--- config.mk ---
export PLATFORM = sky130hd
export DESIGN_NAME = tia_no_audio_core
export DESIGN_NICKNAME = d
export VERILOG_FILES = /design/src/rtl/tia_no_audio_core.sv
export SDC_FILE = /design/constraint.sdc
export NUM_CORES = 1
export LEC_CHECK = 0
export BUFFER_PORTS_ARGS = -buffer_cell sky130_fd_sc_hd__clkbuf_2
export CORE_ASPECT_RATIO = 0.8
export CORE_MARGIN = 4
export CORE_UTILIZATION = 61
export CTS_BUF_LIST = sky130_fd_sc_hd__clkbuf_8
export DETAILED_ROUTE_END_ITERATION = 8
export GPL_ROUTABILITY_DRIVEN = 0
export PLACE_DENSITY = 0.81
export SLEW_MARGIN = 10
export SYNTH_ARGS = -nofsm -noshare
export SYNTH_HDL_FRONTEND = slang
export SYNTH_SLANG_ARGS = --single-unit
--- constraint.sdc ---
create_clock -name osc -period 5.4 [get_ports osc]
set_clock_uncertainty 0.2 [all_clocks]
set_input_delay 0.54 -clock osc [delete_from_list [all_inputs] [get_ports osc]]
set_output_delay 0.54 -clock osc [all_outputs]
set_load 0.02 [all_outputs]
--- src/rtl/tia_no_audio_core.sv ---
// Video-only TIA core: horizontal timer, CPU clock divider, WSYNC/RSYNC,
// vertical sync/blank and background/playfield colour generation.
module tia_no_audio_core #(
  parameter int H_TOTAL     = 228,
  parameter int H_BLANK     = 68,
  parameter int HSYNC_START = 16,
  parameter int HSYNC_END   = 31
) (
  input  logic       osc,
  input  logic       reset_bar,
  input  logic       phi2,
  input  logic [7:0] d,
  input  logic [5:0] a,
  input  logic       rw,
  output logic       blk_bar,
  output logic [2:0] l,
  output logic [3:0] c,
  output logic       syn,
  output logic       rdy,
  output logic       phi_theta
);

  localparam logic [7:0] HMAX = 8'(H_TOTAL - 1);
  localparam logic [7:0] HBLK = 8'(H_BLANK);
  localparam logic [7:0] HS0  = 8'(HSYNC_START);
  localparam logic [7:0] HS1  = 8'(HSYNC_END);

  logic       unused_ok;
  assign unused_ok = phi2;

  logic [7:0] hcount_q, hcount_d;
  logic [1:0] div_q, div_d;
  logic       phi_q, phi_d;
  logic       rw_q, rw_d;
  logic       vsync_q, vsync_d;
  logic       vblank_q, vblank_d;
  logic [6:0] colupf_q, colupf_d;
  logic [6:0] colubk_q, colubk_d;
  logic       ref_q, ref_d;
  logic [3:0] pf0_q, pf0_d;
  logic [7:0] pf1_q, pf1_d;
  logic [7:0] pf2_q, pf2_d;
  logic       rdy_q, rdy_d;
  logic       blk_q, blk_d;
  logic [2:0] l_q, l_d;
  logic [3:0] c_q, c_d;
  logic       syn_q, syn_d;

  logic        we;
  logic [7:0]  x;
  logic [5:0]  idx, idx_l, idx_m;
  logic [4:0]  k;
  logic [7:0]  pf1_rev;
  logic [19:0] pf_vec;
  logic        pf_bit;
  logic        blank;
  logic [6:0]  col;

  assign we    = rw & ~rw_q;
  assign x     = hcount_q - HBLK;
  assign idx   = x[7:2];
  assign idx_l = idx - 6'd20;
  assign idx_m = 6'd39 - idx;

  // Playfield bits laid out in left-half scan order
  always_comb begin
    pf1_rev = '0;
    for (int b = 0; b < 8; b++) pf1_rev[b] = pf1_q[7-b];
    pf_vec = {pf2_q, pf1_rev, pf0_q};
  end

  always_comb begin
    k = idx[4:0];
    if (idx >= 6'd20) k = ref_q ? idx_m[4:0] : idx_l[4:0];
    pf_bit = (k < 5'd20) ? pf_vec[k] : 1'b0;
  end

  always_comb begin
    hcount_d = (hcount_q == HMAX) ? 8'd0 : hcount_q + 8'd1;
    div_d    = (div_q == 2'd2) ? 2'd0 : div_q + 2'd1;
    phi_d    = (div_q == 2'd2);
    rw_d     = rw;
    vsync_d  = vsync_q;
    vblank_d = vblank_q;
    colupf_d = colupf_q;
    colubk_d = colubk_q;
    ref_d    = ref_q;
    pf0_d    = pf0_q;
    pf1_d    = pf1_q;
    pf2_d    = pf2_q;
    rdy_d    = rdy_q;
    if (we) begin
      unique case (a)
        6'h00:   vsync_d  = d[1];
        6'h01:   vblank_d = d[1];
        6'h02:   rdy_d    = 1'b0;
        6'h03:   hcount_d = 8'd0;
        6'h08:   colupf_d = d[7:1];
        6'h09:   colubk_d = d[7:1];
        6'h0A:   ref_d    = d[0];
        6'h0D:   pf0_d    = d[7:4];
        6'h0E:   pf1_d    = d;
        6'h0F:   pf2_d    = d;
        default: ;
      endcase
    end
    // End-of-line release overrides a same-edge WSYNC
    if (hcount_q == HMAX) rdy_d = 1'b1;
  end

  always_comb begin
    blank = (hcount_q < HBLK) | vblank_q;
    col   = pf_bit ? colupf_q : colubk_q;
    blk_d = ~blank;
    l_d   = blank ? 3'd0 : col[2:0];
    c_d   = blank ? 4'd0 : col[6:3];
    syn_d = vsync_q | ((hcount_q >= HS0) & (hcount_q <= HS1));
  end

  always_ff @(posedge osc or negedge reset_bar) begin
    if (!reset_bar) begin
      hcount_q <= '0;
      div_q    <= '0;
      phi_q    <= 1'b0;
      rw_q     <= 1'b0;
      vsync_q  <= 1'b0;
      vblank_q <= 1'b0;
      colupf_q <= '0;
      colubk_q <= '0;
      ref_q    <= 1'b0;
      pf0_q    <= '0;
      pf1_q    <= '0;
      pf2_q    <= '0;
      rdy_q    <= 1'b1;
      blk_q    <= 1'b0;
      l_q      <= '0;
      c_q      <= '0;
      syn_q    <= 1'b0;
    end else begin
      hcount_q <= hcount_d;
      div_q    <= div_d;
      phi_q    <= phi_d;
      rw_q     <= rw_d;
      vsync_q  <= vsync_d;
      vblank_q <= vblank_d;
      colupf_q <= colupf_d;
      colubk_q <= colubk_d;
      ref_q    <= ref_d;
      pf0_q    <= pf0_d;
      pf1_q    <= pf1_d;
      pf2_q    <= pf2_d;
      rdy_q    <= rdy_d;
      blk_q    <= blk_d;
      l_q      <= l_d;
      c_q      <= c_d;
      syn_q    <= syn_d;
    end
  end

  assign blk_bar   = blk_q;
  assign l         = l_q;
  assign c         = c_q;
  assign syn       = syn_q;
  assign rdy       = rdy_q;
  assign phi_theta = phi_q;

endmodule

Yosys cells after proc, flatten, opt, wreduce, memory -nomap -nowiden

Index checks and enable logic that the tools add are counted.

Logic and storage cells: 72
Output and inout bits: 11
Bits of input ports: 18
Bits in registers: 59

Magnitude comparators: 6
Equal/unequal tests: 11
Reductions and logical operators: 12
Add/sub/neg operators: 5
Bitwise operators: 6
Multiplexer cells: 15

Operators with widths:

| operator              | number |
|---|---|
| $eq A6 B4 Y1 const B  | 6 |
| $mux W8               | 3 |
| $reduce_and A2 Y1     | 9 |
| $eq A6 B2 Y1 const B  | 2 |
| $mux W5               | 2 |
| $add A8 B1 Y8 const B | 1 |
| $eq A8 B8 Y1 const B  | 1 |
| $ge A8 B5 Y1 const B  | 1 |
| $le A8 B5 Y1 const B  | 1 |
| $lt A8 B7 Y1 const B  | 1 |
| $sub A8 B7 Y8 const B | 1 |
| $mux W7               | 1 |
| $eq A6 B1 Y1 const B  | 1 |
| $ge A6 B5 Y1 const B  | 1 |
| $logic_not A6 Y1      | 1 |
| $lt A5 B6 Y1 const B  | 1 |
| $bmux W1 S5           | 1 |
| $lt A5 B5 Y1 const B  | 1 |
| $mux W1               | 5 |
| $sub A3 B5 Y5 const A | 1 |
| $sub A5 B5 Y5 const B | 1 |
| $mux W4               | 1 |
| $reduce_bool A2 Y1    | 2 |
| $mux W3               | 1 |
| 6 further kinds       | 9 |

Longest topological paths before layout

Depth after elaboration: 9
Mapped depth: 17
Depth with buffers taken out: 14

Least setup slack after synthesis

No wires, ideal clock.

Path type: register to register
From: reg hcount_q[2]
To: reg c_q[0] (netlist: c[0])
Cell stages (with the launch flop): 14
Setup time: 124 ps
Path buffers: 1
Data required time: 5,076 ps
Data arrival time: 3,521 ps
Path slack: 1,555 ps
Period minus slack after synthesis: 3,845 ps
Path through: dfrtp_1 buf_4 clkinv_1 ha_1 xnor2_1 ha_1 a21bo_2 nand2_1 o221ai_2 mux4_1 mux4_2 o22a_4 o21ai_0 a21boi_1

Word-level cells in the longest chain between the ends: 9
Elaborated cells on any way between the ends: 14
Those cells by class: add/sub (3); order compare (3); mux (7); bitwise (1)

RTL lines:

| element                                        | line   | source |
|---|---|---|
| start, declared                                | 31     | `logic [7:0] hcount_q, hcount_d;` |
| start signal, assigned                         | 140    | `hcount_q <= hcount_d;` |
| $sub A8 B7 Y8                                  | 60     | `assign x = hcount_q - HBLK;` |
| $sub A5 B5 Y5 or $sub A3 B5 Y5 (tied branches) | 62, 63 |  |
| $mux W5 (2 in a row)                           | 74     | `if (idx >= 6'd20) k = ref_q ? idx_m[4:0] : idx_l[4:0];` |
| $bmux W1 S5                                    | 75     | `pf_bit = (k < 5'd20) ? pf_vec[k] : 1'b0;` |
| $mux W1 (not written as such)                  | 75     |  |
| $mux W1                                        | 75     |  |
| $mux W7                                        | 113    | `col = pf_bit ? colupf_q : colubk_q;` |
| $mux W4 (*)                                    | 116    | `c_d = blank ? 4'd0 : col[6:3];` |
| named net c_d[0]                               | 46     | `logic [3:0] c_q, c_d;` |
| end signal, assigned                           | 137    | `c_q <= '0;` |
| end signal, assigned                           | 155    | `c_q <= c_d;` |
| end, declared                                  | 46     |  |

Mark *: on every way through the listed nets, which the timed path passes. The rest lies on a longest branch. The select of a mux whose other input is x is not followed.
A chain may end at the register's enable or synchronous reset.

Worst setup path after layout

From: reg hcount_q[3]
To: reg l_q[1] (netlist: l[1])

Word-level cells in the longest chain between the ends: 9
Elaborated cells on any way between the ends: 14
Those cells by class: add/sub (3); order compare (3); mux (7); bitwise (1)

RTL lines:

| element                                        | line   | source |
|---|---|---|
| $sub A8 B7 Y8                                  | 60     |  |
| $sub A5 B5 Y5 or $sub A3 B5 Y5 (tied branches) | 62, 63 |  |
| $mux W5 (2 in a row)                           | 74     |  |
| $bmux W1 S5                                    | 75     |  |
| $mux W1 (not written as such)                  | 75     |  |
| $mux W1                                        | 75     |  |
| $mux W7                                        | 113    |  |
| $mux W3 (*)                                    | 115    | `l_d = blank ? 3'd0 : col[2:0];` |
| named net l_d[1]                               | 45     | `logic [2:0] l_q, l_d;` |
| end signal, assigned                           | 154    | `l_q <= l_d;` |
| end, declared                                  | 45     |  |

Marked as above.

==> out/metrics.cfg <==
[clock_tree]
clockRootBuffer=clkbuf_8
cts_resized=0
cts.sinks=59
cts_tree=done
clkLatencyLatePin_ps=340
hold_buffers=0
clk_path_buf_depth=2
clkTransAtPathRegs_ps=70
cts_setup_buffers=0
cts_buffers=9
htreeDepth=3

[synth]
synth_edf_count=0
yosysTopAreaCell=dfrtp_1
syn_inst=249
yosysUniqueCellTypes=54
synth.avg_cell_area_um2=12.4
synth_area_um2=3090
synthTopCellsByArea=dfrtp_1 (47%), mux2_2 (13%), mux4_2 (4.4%), ha_1 (2.8%), mux4_1 (2.6%)
ys_async_sr_fraction=1.00
synth_top_area_share=0.470
yosysWarnings=0
syn_nets=274
synth_flop_cell=dfrtp_1
ys_seq_elements=59
ys_seq_area_frac=0.479

[critical_path]
path_class=reg2reg
start_kind=register
setup.worst_path.start=hcount_q[3]
critical_path_arrival_ps=4440
r2r-start=hcount_q[3]
r2r_slack_ps=970
cp.required_ps=5420
cp-end-kind=register
cp_max_fo=13

[place]
dp.final_hpwl_um=4370
postPlaceCellArea_um2=3260
pre_cts_ws_ps=1060
portBuffers=27
dp_cells=331

[floorplan]
num_rows=22
dieArea_um2=6270
io_pins=29
die_w_um=87.5
core_um2=4730
start_util=0.652
fp.dieH_um=71.6

[final_layout]
regArea_um2=1480
layout.nets=307
post-route-util=0.739
final_cell_mix=dfrtp_1 (58), mux2_2 (37), clkbuf_2 (27), nand2_1 (15), nor2_1 (14)
final_cell_area_um2=3500
stdcell_count=347
syn_to_final_growth_pct=13.3
antenna_cells=0
drive_gt1_frac=0.359
nFillCells=316
final_common_cell=dfrtp_1
multiInputGateArea_um2=1500

[power]
seq_power_share=0.310
ir_drop_mv=0.339
p_leak_nw=1.63
pwr-share-clk=0.249
p_int_mw=1.17
pwr-share-comb=0.441
p_per_area_nw_per_um2=540
p_sw_frac=0.381
power_mw=1.89
p_switching_uw=720

[timing]
period_share=0.820
slew_viol_final=0
setup_ws_ps=972
worstMarginPinSlew_ps=785
rsz0062_at_grt=false
setup_tns_ps=0
min_period_ps=4430
relSlewSlack=0.477
fmax_mhz=226
finalSetupViolations=0
finalHoldViolations=0
holdWs_ps=110

[detailed_routing]
post_drt_wl_per_cell_um=18.0
postRouteAntennaNets=0
wirelength_um=6240
first_pass_iters=4
drt_iter0_drc=147
drc=0
viasPerCell=6.07
vias=2107

[min_path]
min_path_type=in2reg
hp-start=rw

[outcome]
status=finished clean

[job]
max_cap_viol_count=0

[grt]
gr-total-overflow=0
track_usage=0.227
antenna_found_initial=0
grt_max_degree=60
grt_pass1_vias=2146
grt_pass1_wl_um=10700

-- path summary, 6_finish.rpt --
| kind | end | cells past startpoint |
|---|---|---|
| worst max-delay path | l[1] | 12 |
| worst min-delay path | rw_q | 1 |
| worst max register to register | l[1] | 12 |
| worst min register to register | div_q[0] | 1 |
| max in group asynchronous | hcount_q[3] | 2 |
| min in group asynchronous | pf2_q[1] | 2 |
-- area by class of cell --
class / count / share of cell area
Clock buffer: 12 / 0.0472
Clock inverter: 4 / 0.0208
Inverter: 8 / 0.00859
Multi-Input combinational cell: 172 / 0.430
Sequential cell: 59 / 0.423
Tap cell: 60 / 0.0215
Timing Repair Buffer: 32 / 0.0494
-- critical path: stages (launching register included) --
cell      delay, ps
dfrtp_1         520
inv_1           150
ha_1            240
xnor2_1         210
ha_1            240
a21bo_2         230
nand2_1          80
o221ai_2        640
mux4_1          650
mux4_2          520
o22a_4          280
o21ai_0         220
a21boi_1        120
-- registers in the layout, summed over array words and instances, names as in the netlist --
| name | flops |
|---|---|
| pf2_q | 8 |
| vblank_q | 1 |
| rdy | 1 |
| colupf_q | 7 |
| l | 3 |
| ref_q | 1 |
| pf0_q | 4 |
| phi_theta | 1 |
| pf1_q | 8 |
| syn | 1 |
| hcount_q | 8 |
| rw_q | 1 |
| c | 4 |
| div_q | 2 |
| colubk_q | 7 |
| vsync_q | 1 |
| blk_bar | 1 |
-- Yosys cell counts, types with 2 or more instances --
cell type,n
nor4bb_1,2
nor2_1,14
mux2i_1,3
o21ai_0,12
inv_1,7
nor3_1,2
dfrtp_1,58
and3_1,3
a21oi_1,5
mux4_2,6
o31a_2,2
xnor2_1,6
nand2_1,15
mux2_2,37
xor2_1,4
buf_6,3
clkbuf_1,4
mux4_1,3
a21boi_1,7
nand4_1,3
nor2b_1,3
ha_1,7
a31o_2,2
nand3_1,11
-- kinds of logic after synthesis --
group | share of synthesized area
xor+xnor | 0.0284
compound gates | 0.111
simple gates | 0.106
buf+inv | 0.0340
flops | 0.479
fa+ha+maj | 0.0284
mux | 0.214
-- layer usage --
metal,part of all wire,wire [um],GRT usage
met4,0.015,96,0.0630
met3,0.068,422,0.0862
met5,0,0,0
met1,0.46,2880,0.320
met2,0.45,2840,0.330
-- power by group through the flow --
stage | sequential (mW) | combinational, mW | clock (mW)
6_report | 0.584 | 0.833 | 0.470
5_1_grt | 0.593 | 0.913 | 0.504
4_1_cts | 0.582 | 0.833 | 0.479
3_5_place_dp | 0.589 | 0.821 | 0
3_3_place_gp | 0.586 | 0.805 | 0
2_1_floorplan | 0.569 | 0.688 | 0
Power figures use the tool's default switching activity.
